`src/rtl/fill_arb_pkg.sv`:
```
// Shared types and sizing for the cache fill arbiter.
package fill_arb_pkg;

    localparam int ADDR_W     = 16;
    localparam int DATA_W     = 16;
    localparam int FILL_WORDS = 8;
    localparam int MEM_LAT    = 4;
    localparam int WORD_W     = $clog2(FILL_WORDS);
    localparam int BASE_W     = ADDR_W - WORD_W - 1;

    typedef enum logic [1:0] {
        IDLE   = 2'd0,
        WRITE  = 2'd1,
        FILL_D = 2'd2,
        FILL_I = 2'd3
    } state_e;

endpackage

```
`src/rtl/cache_fill_arbiter_if.sv`:
```
// Cache-side request, shared-memory and data/tag-array write signals of the fill arbiter.
interface cache_fill_arbiter_if;
    import fill_arb_pkg::*;

    logic              icache_miss;
    logic [ADDR_W-1:0] icache_addr;
    logic              dcache_miss;
    logic [ADDR_W-1:0] dcache_addr;
    logic              dcache_wr;
    logic [ADDR_W-1:0] dcache_wr_addr;
    logic [DATA_W-1:0] dcache_wdata;

    logic              mem_enable;
    logic              mem_wr;
    logic [ADDR_W-1:0] mem_addr;
    logic [DATA_W-1:0] mem_wdata;
    logic              mem_data_valid;
    logic [DATA_W-1:0] mem_rdata;

    logic [DATA_W-1:0] fill_data;
    logic [WORD_W-1:0] fill_word;
    logic              fill_we_i;
    logic              fill_we_d;
    logic              tag_we_i;
    logic              tag_we_d;
    logic              wr_ack;
    logic              stall;

    modport slave (
        input  icache_miss, icache_addr, dcache_miss, dcache_addr,
        input  dcache_wr, dcache_wr_addr, dcache_wdata,
        input  mem_data_valid, mem_rdata,
        output mem_enable, mem_wr, mem_addr, mem_wdata,
        output fill_data, fill_word, fill_we_i, fill_we_d,
        output tag_we_i, tag_we_d, wr_ack, stall
    );

    modport master (
        output icache_miss, icache_addr, dcache_miss, dcache_addr,
        output dcache_wr, dcache_wr_addr, dcache_wdata,
        output mem_data_valid, mem_rdata,
        input  mem_enable, mem_wr, mem_addr, mem_wdata,
        input  fill_data, fill_word, fill_we_i, fill_we_d,
        input  tag_we_i, tag_we_d, wr_ack, stall
    );

endinterface

```
`src/rtl/cache_fill_arbiter_fill_ctr.sv`:
```
// Issue and return word counters for one line fill; cleared whenever no fill is active.
module fill_ctr
    import fill_arb_pkg::*;
(
    input  logic              clk,
    input  logic              rst_n,
    input  logic              clr_i,
    input  logic              issue_i,
    input  logic              ret_i,
    output logic [WORD_W-1:0] issue_cnt_o,
    output logic [WORD_W-1:0] ret_cnt_o,
    output logic              issue_done_o,
    output logic              ret_done_o
);

    localparam logic [WORD_W-1:0] LAST = WORD_W'(FILL_WORDS - 1);

    logic [WORD_W-1:0] issue_cnt_q, issue_cnt_d;
    logic [WORD_W-1:0] ret_cnt_q, ret_cnt_d;
    logic              issue_done_q, issue_done_d;

    always_comb begin
        issue_cnt_d  = issue_cnt_q;
        issue_done_d = issue_done_q;
        ret_cnt_d    = ret_cnt_q;
        if (clr_i) begin
            issue_cnt_d  = '0;
            issue_done_d = 1'b0;
            ret_cnt_d    = '0;
        end else begin
            // Issue count parks on the last word so a ninth read can never go out.
            if (issue_i && !issue_done_q) begin
                if (issue_cnt_q == LAST) issue_done_d = 1'b1;
                else                     issue_cnt_d  = issue_cnt_q + 1'b1;
            end
            if (ret_i) ret_cnt_d = ret_cnt_q + 1'b1;
        end
    end

    always_ff @(posedge clk or negedge rst_n) begin
        if (!rst_n) begin
            issue_cnt_q  <= '0;
            issue_done_q <= 1'b0;
            ret_cnt_q    <= '0;
        end else begin
            issue_cnt_q  <= issue_cnt_d;
            issue_done_q <= issue_done_d;
            ret_cnt_q    <= ret_cnt_d;
        end
    end

    assign issue_cnt_o  = issue_cnt_q;
    assign ret_cnt_o    = ret_cnt_q;
    assign issue_done_o = issue_done_q;
    assign ret_done_o   = ret_i && (ret_cnt_q == LAST);

endmodule

```
`src/rtl/cache_fill_arbiter.sv`:
```
// Arbitrates I/D line fills and D write-through stores onto one memory port.
// Define FILL_ARB_RR_EN for round-robin I/D miss arbitration (default: D over I).
module cache_fill_arbiter
    import fill_arb_pkg::*;
(
    input  logic                 clk,
    input  logic                 rst_n,
    cache_fill_arbiter_if.slave  bus
);

    state_e            state_q, state_d;
    logic [BASE_W-1:0] base_q, base_d;
    logic              in_fill, issue, ret, grant_d;
    logic [WORD_W-1:0] issue_cnt, ret_cnt;
    logic              issue_done, ret_done;

    assign in_fill = (state_q == FILL_D) || (state_q == FILL_I);
    assign issue   = in_fill && !issue_done;
    assign ret     = in_fill && bus.mem_data_valid;

    fill_ctr u_fill_ctr (
        .clk          (clk),
        .rst_n        (rst_n),
        .clr_i        (!in_fill),
        .issue_i      (issue),
        .ret_i        (ret),
        .issue_cnt_o  (issue_cnt),
        .ret_cnt_o    (ret_cnt),
        .issue_done_o (issue_done),
        .ret_done_o   (ret_done)
    );

`ifdef FILL_ARB_RR_EN
    logic last_i_q, last_i_d;

    // Reset as if I was granted last so the first tie goes to D.
    always_ff @(posedge clk or negedge rst_n) begin
        if (!rst_n) last_i_q <= 1'b1;
        else        last_i_q <= last_i_d;
    end

    assign grant_d  = bus.dcache_miss && (!bus.icache_miss || last_i_q);
    assign last_i_d = (state_q == IDLE && !bus.dcache_wr && (bus.dcache_miss || bus.icache_miss))
                      ? !grant_d : last_i_q;
`else
    assign grant_d = bus.dcache_miss;
`endif

    always_ff @(posedge clk or negedge rst_n) begin
        if (!rst_n) begin
            state_q <= IDLE;
            base_q  <= '0;
        end else begin
            state_q <= state_d;
            base_q  <= base_d;
        end
    end

    always_comb begin
        state_d            = state_q;
        base_d             = base_q;
        bus.mem_enable     = 1'b0;
        bus.mem_wr         = 1'b0;
        bus.mem_addr       = '0;
        bus.mem_wdata      = '0;
        bus.fill_data      = '0;
        bus.fill_word      = '0;
        bus.fill_we_i      = 1'b0;
        bus.fill_we_d      = 1'b0;
        bus.tag_we_i       = 1'b0;
        bus.tag_we_d       = 1'b0;
        bus.wr_ack         = 1'b0;
        unique case (state_q)
            IDLE: begin
                if (bus.dcache_wr) begin
                    state_d = WRITE;
                end else if (grant_d) begin
                    state_d = FILL_D;
                    base_d  = bus.dcache_addr[ADDR_W-1:WORD_W+1];
                end else if (bus.icache_miss) begin
                    state_d = FILL_I;
                    base_d  = bus.icache_addr[ADDR_W-1:WORD_W+1];
                end
            end
            WRITE: begin
                bus.mem_enable = 1'b1;
                bus.mem_wr     = 1'b1;
                bus.mem_addr   = bus.dcache_wr_addr;
                bus.mem_wdata  = bus.dcache_wdata;
                bus.wr_ack     = 1'b1;
                state_d        = IDLE;
            end
            FILL_D, FILL_I: begin
                if (issue) begin
                    bus.mem_enable = 1'b1;
                    bus.mem_addr   = {base_q, issue_cnt, 1'b0};
                end
                if (ret) begin
                    bus.fill_data = bus.mem_rdata;
                    bus.fill_word = ret_cnt;
                    bus.fill_we_d = (state_q == FILL_D);
                    bus.fill_we_i = (state_q == FILL_I);
                end
                bus.tag_we_d = ret_done && (state_q == FILL_D);
                bus.tag_we_i = ret_done && (state_q == FILL_I);
                if (ret_done) state_d = IDLE;
            end
            default: state_d = IDLE;
        endcase
    end

    // Reset also masks the miss-driven term so every output reads 0 while rst_n is low.
    assign bus.stall = rst_n && ((state_q != IDLE) || bus.icache_miss || bus.dcache_miss);

endmodule
```
`src/flat_wrapper.sv`:
```
// flat-port wrapper written by rule: the top's interface ports become plain ports
module cache_fill_arbiter_flat import fill_arb_pkg::*;
  (clk, rst_n, bus_icache_miss, bus_icache_addr, bus_dcache_miss, bus_dcache_addr, bus_dcache_wr, bus_dcache_wr_addr, bus_dcache_wdata, bus_mem_data_valid, bus_mem_rdata, bus_mem_enable, bus_mem_wr, bus_mem_addr, bus_mem_wdata, bus_fill_data, bus_fill_word, bus_fill_we_i, bus_fill_we_d, bus_tag_we_i, bus_tag_we_d, bus_wr_ack, bus_stall);
  cache_fill_arbiter_if bus_i ();
  input  logic clk;
  input  logic rst_n;
  input wire logic [$bits(bus_i.icache_miss)-1:0] bus_icache_miss;
  input wire logic [$bits(bus_i.icache_addr)-1:0] bus_icache_addr;
  input wire logic [$bits(bus_i.dcache_miss)-1:0] bus_dcache_miss;
  input wire logic [$bits(bus_i.dcache_addr)-1:0] bus_dcache_addr;
  input wire logic [$bits(bus_i.dcache_wr)-1:0] bus_dcache_wr;
  input wire logic [$bits(bus_i.dcache_wr_addr)-1:0] bus_dcache_wr_addr;
  input wire logic [$bits(bus_i.dcache_wdata)-1:0] bus_dcache_wdata;
  input wire logic [$bits(bus_i.mem_data_valid)-1:0] bus_mem_data_valid;
  input wire logic [$bits(bus_i.mem_rdata)-1:0] bus_mem_rdata;
  output wire logic [$bits(bus_i.mem_enable)-1:0] bus_mem_enable;
  output wire logic [$bits(bus_i.mem_wr)-1:0] bus_mem_wr;
  output wire logic [$bits(bus_i.mem_addr)-1:0] bus_mem_addr;
  output wire logic [$bits(bus_i.mem_wdata)-1:0] bus_mem_wdata;
  output wire logic [$bits(bus_i.fill_data)-1:0] bus_fill_data;
  output wire logic [$bits(bus_i.fill_word)-1:0] bus_fill_word;
  output wire logic [$bits(bus_i.fill_we_i)-1:0] bus_fill_we_i;
  output wire logic [$bits(bus_i.fill_we_d)-1:0] bus_fill_we_d;
  output wire logic [$bits(bus_i.tag_we_i)-1:0] bus_tag_we_i;
  output wire logic [$bits(bus_i.tag_we_d)-1:0] bus_tag_we_d;
  output wire logic [$bits(bus_i.wr_ack)-1:0] bus_wr_ack;
  output wire logic [$bits(bus_i.stall)-1:0] bus_stall;
  assign bus_i.icache_miss = bus_icache_miss;
  assign bus_i.icache_addr = bus_icache_addr;
  assign bus_i.dcache_miss = bus_dcache_miss;
  assign bus_i.dcache_addr = bus_dcache_addr;
  assign bus_i.dcache_wr = bus_dcache_wr;
  assign bus_i.dcache_wr_addr = bus_dcache_wr_addr;
  assign bus_i.dcache_wdata = bus_dcache_wdata;
  assign bus_i.mem_data_valid = bus_mem_data_valid;
  assign bus_i.mem_rdata = bus_mem_rdata;
  assign bus_mem_enable = bus_i.mem_enable;
  assign bus_mem_wr = bus_i.mem_wr;
  assign bus_mem_addr = bus_i.mem_addr;
  assign bus_mem_wdata = bus_i.mem_wdata;
  assign bus_fill_data = bus_i.fill_data;
  assign bus_fill_word = bus_i.fill_word;
  assign bus_fill_we_i = bus_i.fill_we_i;
  assign bus_fill_we_d = bus_i.fill_we_d;
  assign bus_tag_we_i = bus_i.tag_we_i;
  assign bus_tag_we_d = bus_i.tag_we_d;
  assign bus_wr_ack = bus_i.wr_ack;
  assign bus_stall = bus_i.stall;
  cache_fill_arbiter u_core (.clk(clk), .rst_n(rst_n), .bus(bus_i));
endmodule
```
`config.mk`:
```
export PLATFORM = sky130hd
export DESIGN_NAME = cache_fill_arbiter_flat
export DESIGN_NICKNAME = d
export VERILOG_FILES = /design/src/rtl/fill_arb_pkg.sv /design/src/rtl/cache_fill_arbiter_if.sv /design/src/rtl/cache_fill_arbiter_fill_ctr.sv /design/src/rtl/cache_fill_arbiter.sv /design/src/flat_wrapper.sv
export SDC_FILE = /design/constraint.sdc
export NUM_CORES = 1
export LEC_CHECK = 0
export ABC_AREA = 1
export CORE_MARGIN = 10
export CORE_UTILIZATION = 30
export CTS_BUF_LIST = sky130_fd_sc_hd__clkbuf_8
export DETAILED_ROUTE_END_ITERATION = 7
export GPL_ROUTABILITY_DRIVEN = 1
export PLACE_DENSITY = 0.78
export SLEW_MARGIN = 20
export SYNTH_ARGS = -nofsm -noshare
export SYNTH_HDL_FRONTEND = slang
export SYNTH_SLANG_ARGS = --single-unit
export TNS_END_PERCENT = 5
```
`constraint.sdc`:
```
create_clock -name clk -period 1.7 [get_ports clk]
set_input_delay 0.17 -clock clk [delete_from_list [all_inputs] [get_ports clk]]
set_output_delay 0.17 -clock clk [all_outputs]
set_load 0.02 [all_outputs]
```
* Word-level counts from Yosys, hierarchy flattened
Cells that the tools add are included.
** Cells by class
- Add/sub/neg operators :: 2
- Multipliers :: 0
- Div/mod/pow operators :: 0
- $lt $le $gt $ge :: 0
- Equal/unequal tests :: 11
- Shift-type cells :: 0
- Multiplexer cells :: 31
- Bitwise logic cells :: 1
- Reductions and logical operators :: 19
** Operator list (number)
- 16-bit two-way mux :: 4
- 16-bit one-hot mux with 2 select lines :: 1
- 12-bit two-way mux :: 2
- 3-bit two-way mux :: 7
- 1-bit two-way mux :: 11
- 2-bit two-way mux :: 4
- 2-bit != test, second input constant :: 4
- 1-bit logical AND :: 7
- 3-bit by 1-bit adder with 3-bit output, second input constant :: 2
- 3-bit equality test, second input constant :: 2
- 2-bit one-hot mux with 3 select lines :: 1
- 2-bit AND reduction :: 3
- 2-bit equality test, second input constant :: 2
- 4-bit != test, second input constant :: 1
- 2-bit nonzero test :: 2
- 1-bit logical OR :: 3
- 3-bit AND reduction :: 1
- 2-bit by 1-bit equality test with 1-bit output, second input constant :: 1
- 2-bit zero test :: 1
- 2-bit by 1-bit != test with 1-bit output, second input constant :: 1
- 1-bit one-hot mux with 2 select lines :: 1
- 2-bit OR reduction :: 1
- 1-bit zero test :: 1
- 1-bit NOT :: 1
** Storage, ports and cells
- Register bits :: 21
- Latch bits :: 0
- Bits in writable memories :: 0
- Bits in read-only memories :: 0
- Output and inout port bits :: 59
- Memories kept :: 0

* Longest topological paths before layout
- Depth after elaboration :: 6
- Mapped depth :: 7

* Cells and area by module
From an unflattened synthesis, not the netlist that was laid out.
** Second synthesis, totals
- Cell total of the unflattened synthesis :: 276
- Area, all modules :: 1680.4 µm²
** Modules (own cells, without submodules)
- cache_fill_arbiter :: instances 1, cells an instance 233, area each 1307.5 µm², sequential area each 350.3 µm²
- fill_ctr :: instances 1, cells an instance 43, area each 372.9 µm², sequential area each 175.2 µm²

* Worst setup path before layout
OpenSTA, ideal clock, no wires.
- Kind :: flip-flop to output port
- From :: register u_core.state_q[1]
- To :: output port bus_mem_addr[12]
- Arrival time :: 1297 ps
- Data required time :: 1530 ps
- Slack :: 233 ps
- Cell stages (with the launch flop) :: 6
- Path buffers :: 2
- Cell sequence :: dfrtp_1 buf_6 inv_4 or2_1 buf_6 o21ai_0
** On the way
- Word-level cells in the longest chain between the ends :: 5
** RTL lines
- from (decl) :: RTL line cache_fill_arbiter.sv:11 : state_e state_q, state_d;
- from (signal assigned) :: RTL line cache_fill_arbiter.sv:54 : state_q <= state_d;
- 2-bit equality test :: RTL line cache_fill_arbiter.sv:17, cache_fill_arbiter.sv:73
- 1-bit logical OR :: RTL line cache_fill_arbiter.sv:17 : assign in_fill = (state_q == FILL_D) || (state_q == FILL_I);
- 1-bit logical AND :: RTL line cache_fill_arbiter.sv:18 : assign issue = in_fill && !issue_done;
- 16-bit two-way mux :: RTL line cache_fill_arbiter.sv:94 : if (issue) begin
- 16-bit one-hot mux with 2 select lines * :: RTL line cache_fill_arbiter.sv:73 : unique case (state_q)
- to (decl) :: RTL line flat_wrapper.sv:18 : output wire logic [$bits(bus_i.mem_addr)-1:0] bus_mem_addr;
Every way passes the cells marked *; elsewhere a longest branch is shown, timed or not.

* Worst setup path in the final report
- From :: register u_core.state_q[1]
- To :: output port bus_fill_data[12]
** On the way
- Word-level cells in the longest chain between the ends :: 5
** RTL lines
- 2-bit equality test :: RTL line cache_fill_arbiter.sv:17, cache_fill_arbiter.sv:73
- 1-bit logical OR :: RTL line cache_fill_arbiter.sv:17
- 1-bit logical AND :: RTL line cache_fill_arbiter.sv:19 : assign ret = in_fill && bus.mem_data_valid;
- 16-bit two-way mux :: RTL line cache_fill_arbiter.sv:98 : if (ret) begin
- 16-bit two-way mux * :: RTL line cache_fill_arbiter.sv:73
- to (decl) :: RTL line flat_wrapper.sv:20 : output wire logic [$bits(bus_i.fill_data)-1:0] bus_fill_data;
Marks and branches as above.

==> results_dict.tcl <==
set metrics [dict create \
    synth_top_cell_by_area "dfrtp_1" \
    diodes 0 \
    synth.distinct_cells 20 \
    fin_crit_ns 1.67 \
    vias 1975 \
    io_pins 145 \
    drt-initial-drc-count 73 \
    netlist_area_um2 1620 \
    timing.fmax_mhz 598 \
    power.density_nw_per_um2 1060 \
    hpwlAfterDp_um 5420 \
    drcViolationCount 0 \
    irDropWorstVdd_v 0.000378 \
    synth_nets 352 \
    htreeDepth 1 \
    die_area_um2 8720 \
    grt_max_degree 25 \
    synth-edff-count 0 \
    yosysSeqAreaShare 0.325 \
    critPathLaunchType "flop" \
    synth_top_area_frac 0.325 \
    arrival_ns 1.50 \
    synth_ff_type "dfrtp_1" \
    grt-ovfl-total 0 \
    grt_pass1_wl_um 9470 \
    wl_per_cell_um 12.8 \
    postSynthAreaPerCell_um2 6.17 \
    leakage_nw 1.67 \
    grt_setup_unrepaired "true" \
    synth_area_leaders "dfrtp_1 (33%), nand2_1 (18%), inv_1 (13%)" \
    synth-seq-cells 21 \
    hold_buffers 0 \
    finalHoldViolations 0 \
    critPathKind "flop to output pin" \
    port_buffers 136 \
    synthCells 262 \
    die_w_um 93.4 \
    first_pass_iters 4 \
    cts_setup_buffers 0 \
    yosys_warnings 0 \
    status "finished clean" \
    synthArstFlopShare 1.00 \
    report.final.setup_viol 0 \
    num_rows 26 \
    place_congestion 0.866 \
    clk_latency_ns 0.25 \
    total_power_mw 3.21 \
    cts_buffer_depth 2 \
    cts_made_buffers 3 \
    cap_violations 0 \
    clock-sinks 21 \
    grt_antenna_before_repair 0 \
    final.setup.tns_ns 0 \
    fin_crit_sh 0.984 \
    start_util 0.312 \
    endpoint_kind "output pin" \
    viasPerCell 4.14 \
    cts_tree "done" \
    skew_ns 0.00102 \
    wl_um 6120 \
    fin_util 0.584 \
    synth_common_cells "nand2_1 (76), inv_1 (58), nor2_1 (42)" \
    track_usage 0.132 \
    chipHeight_um 93.4 \
    critPathMaxFanout 10 \
    slew_violations 0 \
    synth_most_common_cell "nand2_1" \
    hold_class "input port to async pin" \
    cts-root-buf "clkbuf_8" \
    cp.required_ns 1.53 \
    grt_pass1_vias 1961 \
    ant_nets 0 \
    syn2layout_area_growth_pct 86.9 \
    clkSlewWorstSetupHoldPaths_ns 0.07 \
    tightest_slew_ns 0.419 \
    final_nets 498 \
    drive_above_1_share 0.174 \
    slew_headroom 0.720 \
    core_area_um2 5170 \
]
metrics by stage:
step	cells	hold WS (ns)	worst slack, ns	area [um2]
final	477	0.280	0.0272	3020
after global routing	477	0.297	-0.0773	3020
after CTS	477	0.285	0.00191	3170
after detailed placement	473	0.533	-0.157	3120
after global placement	473	0.521	-0.127	3120
after floorplan	262	-0.126	0.233	1620
final cells by class:
class / count / area, um2
timing repair buffer: 153 / 1350
inverter: 60 / 228
fill: 540 / 2150
multi-input combinational: 169 / 783
sequential: 21 / 526
clock inverter: 1 / 3.75
tap: 70 / 87.6
clock buffer: 3 / 41.3
kinds of logic after synthesis:
| group | after synthesis | share of synthesized area |
|---|---|---|
| compound gates | 35 | 0.131 |
| flops | 21 | 0.325 |
| simple gates | 130 | 0.321 |
| buf+inv | 72 | 0.191 |
| fa+ha+maj | 4 | 0.0310 |
routing by layer:
| layer | vias to the layer above | global-route usage | routed length [um] |
|---|---|---|---|
| met5 | - | 0 | 0 |
| met4 | 0 | 0.0386 | 36 |
| met3 | 2 | 0.0344 | 725 |
| met2 | 78 | 0.237 | 3000 |
| met1 | 842 | 0.150 | 2360 |
| li1 | 1053 | - | - |
registers in the layout (all words and copies together) (netlist names):
register	flops
u_core.base_q	12
u_core.u_fill_ctr.ret_cnt_o	3
u_core.u_fill_ctr.issue_cnt_o	3
u_core.state_q	2
u_core.u_fill_ctr.issue_done_o	1
cell usage in the layout (no fill, tap or decap), drive strengths merged:
cell / n
clkdlybuf4s50: 77
nand2: 77
inv: 61
nor2: 44
buf: 41
o21ai: 34
dfrtp: 21
dlygate4sd2: 18
clkdlybuf4s15: 13
clkbuf: 7
nand3: 5
ha: 4
nor3: 2
or2: 2
a21boi: 1
power breakdown:
group          internal [mW]  leakage (nW)  switching, mW
clock                  0.160        0.0269          0.147
combinational          0.864          1.39           1.23
sequential             0.728         0.259         0.0834
worst paths after layout:
| kind | startpoint | endpoint | slack [ns] | cells after the start |
|---|---|---|---|---|
| max | u_core.state_q[1] | bus_fill_data[12] | 0.03 | 5 |
| min | rst_n | u_core.base_q[7] | 0.28 | 2 |
| max reg2reg | u_core.state_q[1] | u_core.base_q[1] | 0.25 | 6 |
| min reg2reg | u_core.base_q[8] | u_core.base_q[8] | 0.54 | 2 |
| max in group asynchronous | rst_n | u_core.u_fill_ctr.issue_cnt_o[0] | 1.21 | 2 |
| min in group clk | u_core.base_q[8] | u_core.base_q[8] | 0.54 | 2 |
critical path: stages (launching register included):
cell and delay, ns:
dfrtp_1 0.39, buf_4 0.18, nand2_1 0.12, buf_4 0.19, nor2_1 0.09, clkdlybuf4s15_2 0.27
timing repair:
action	4_1_cts	5_1_grt
setup endpoints to repair	59	40
gates resized for setup	124	42
cloned	0	0
(Power assumes the default switching activity.)
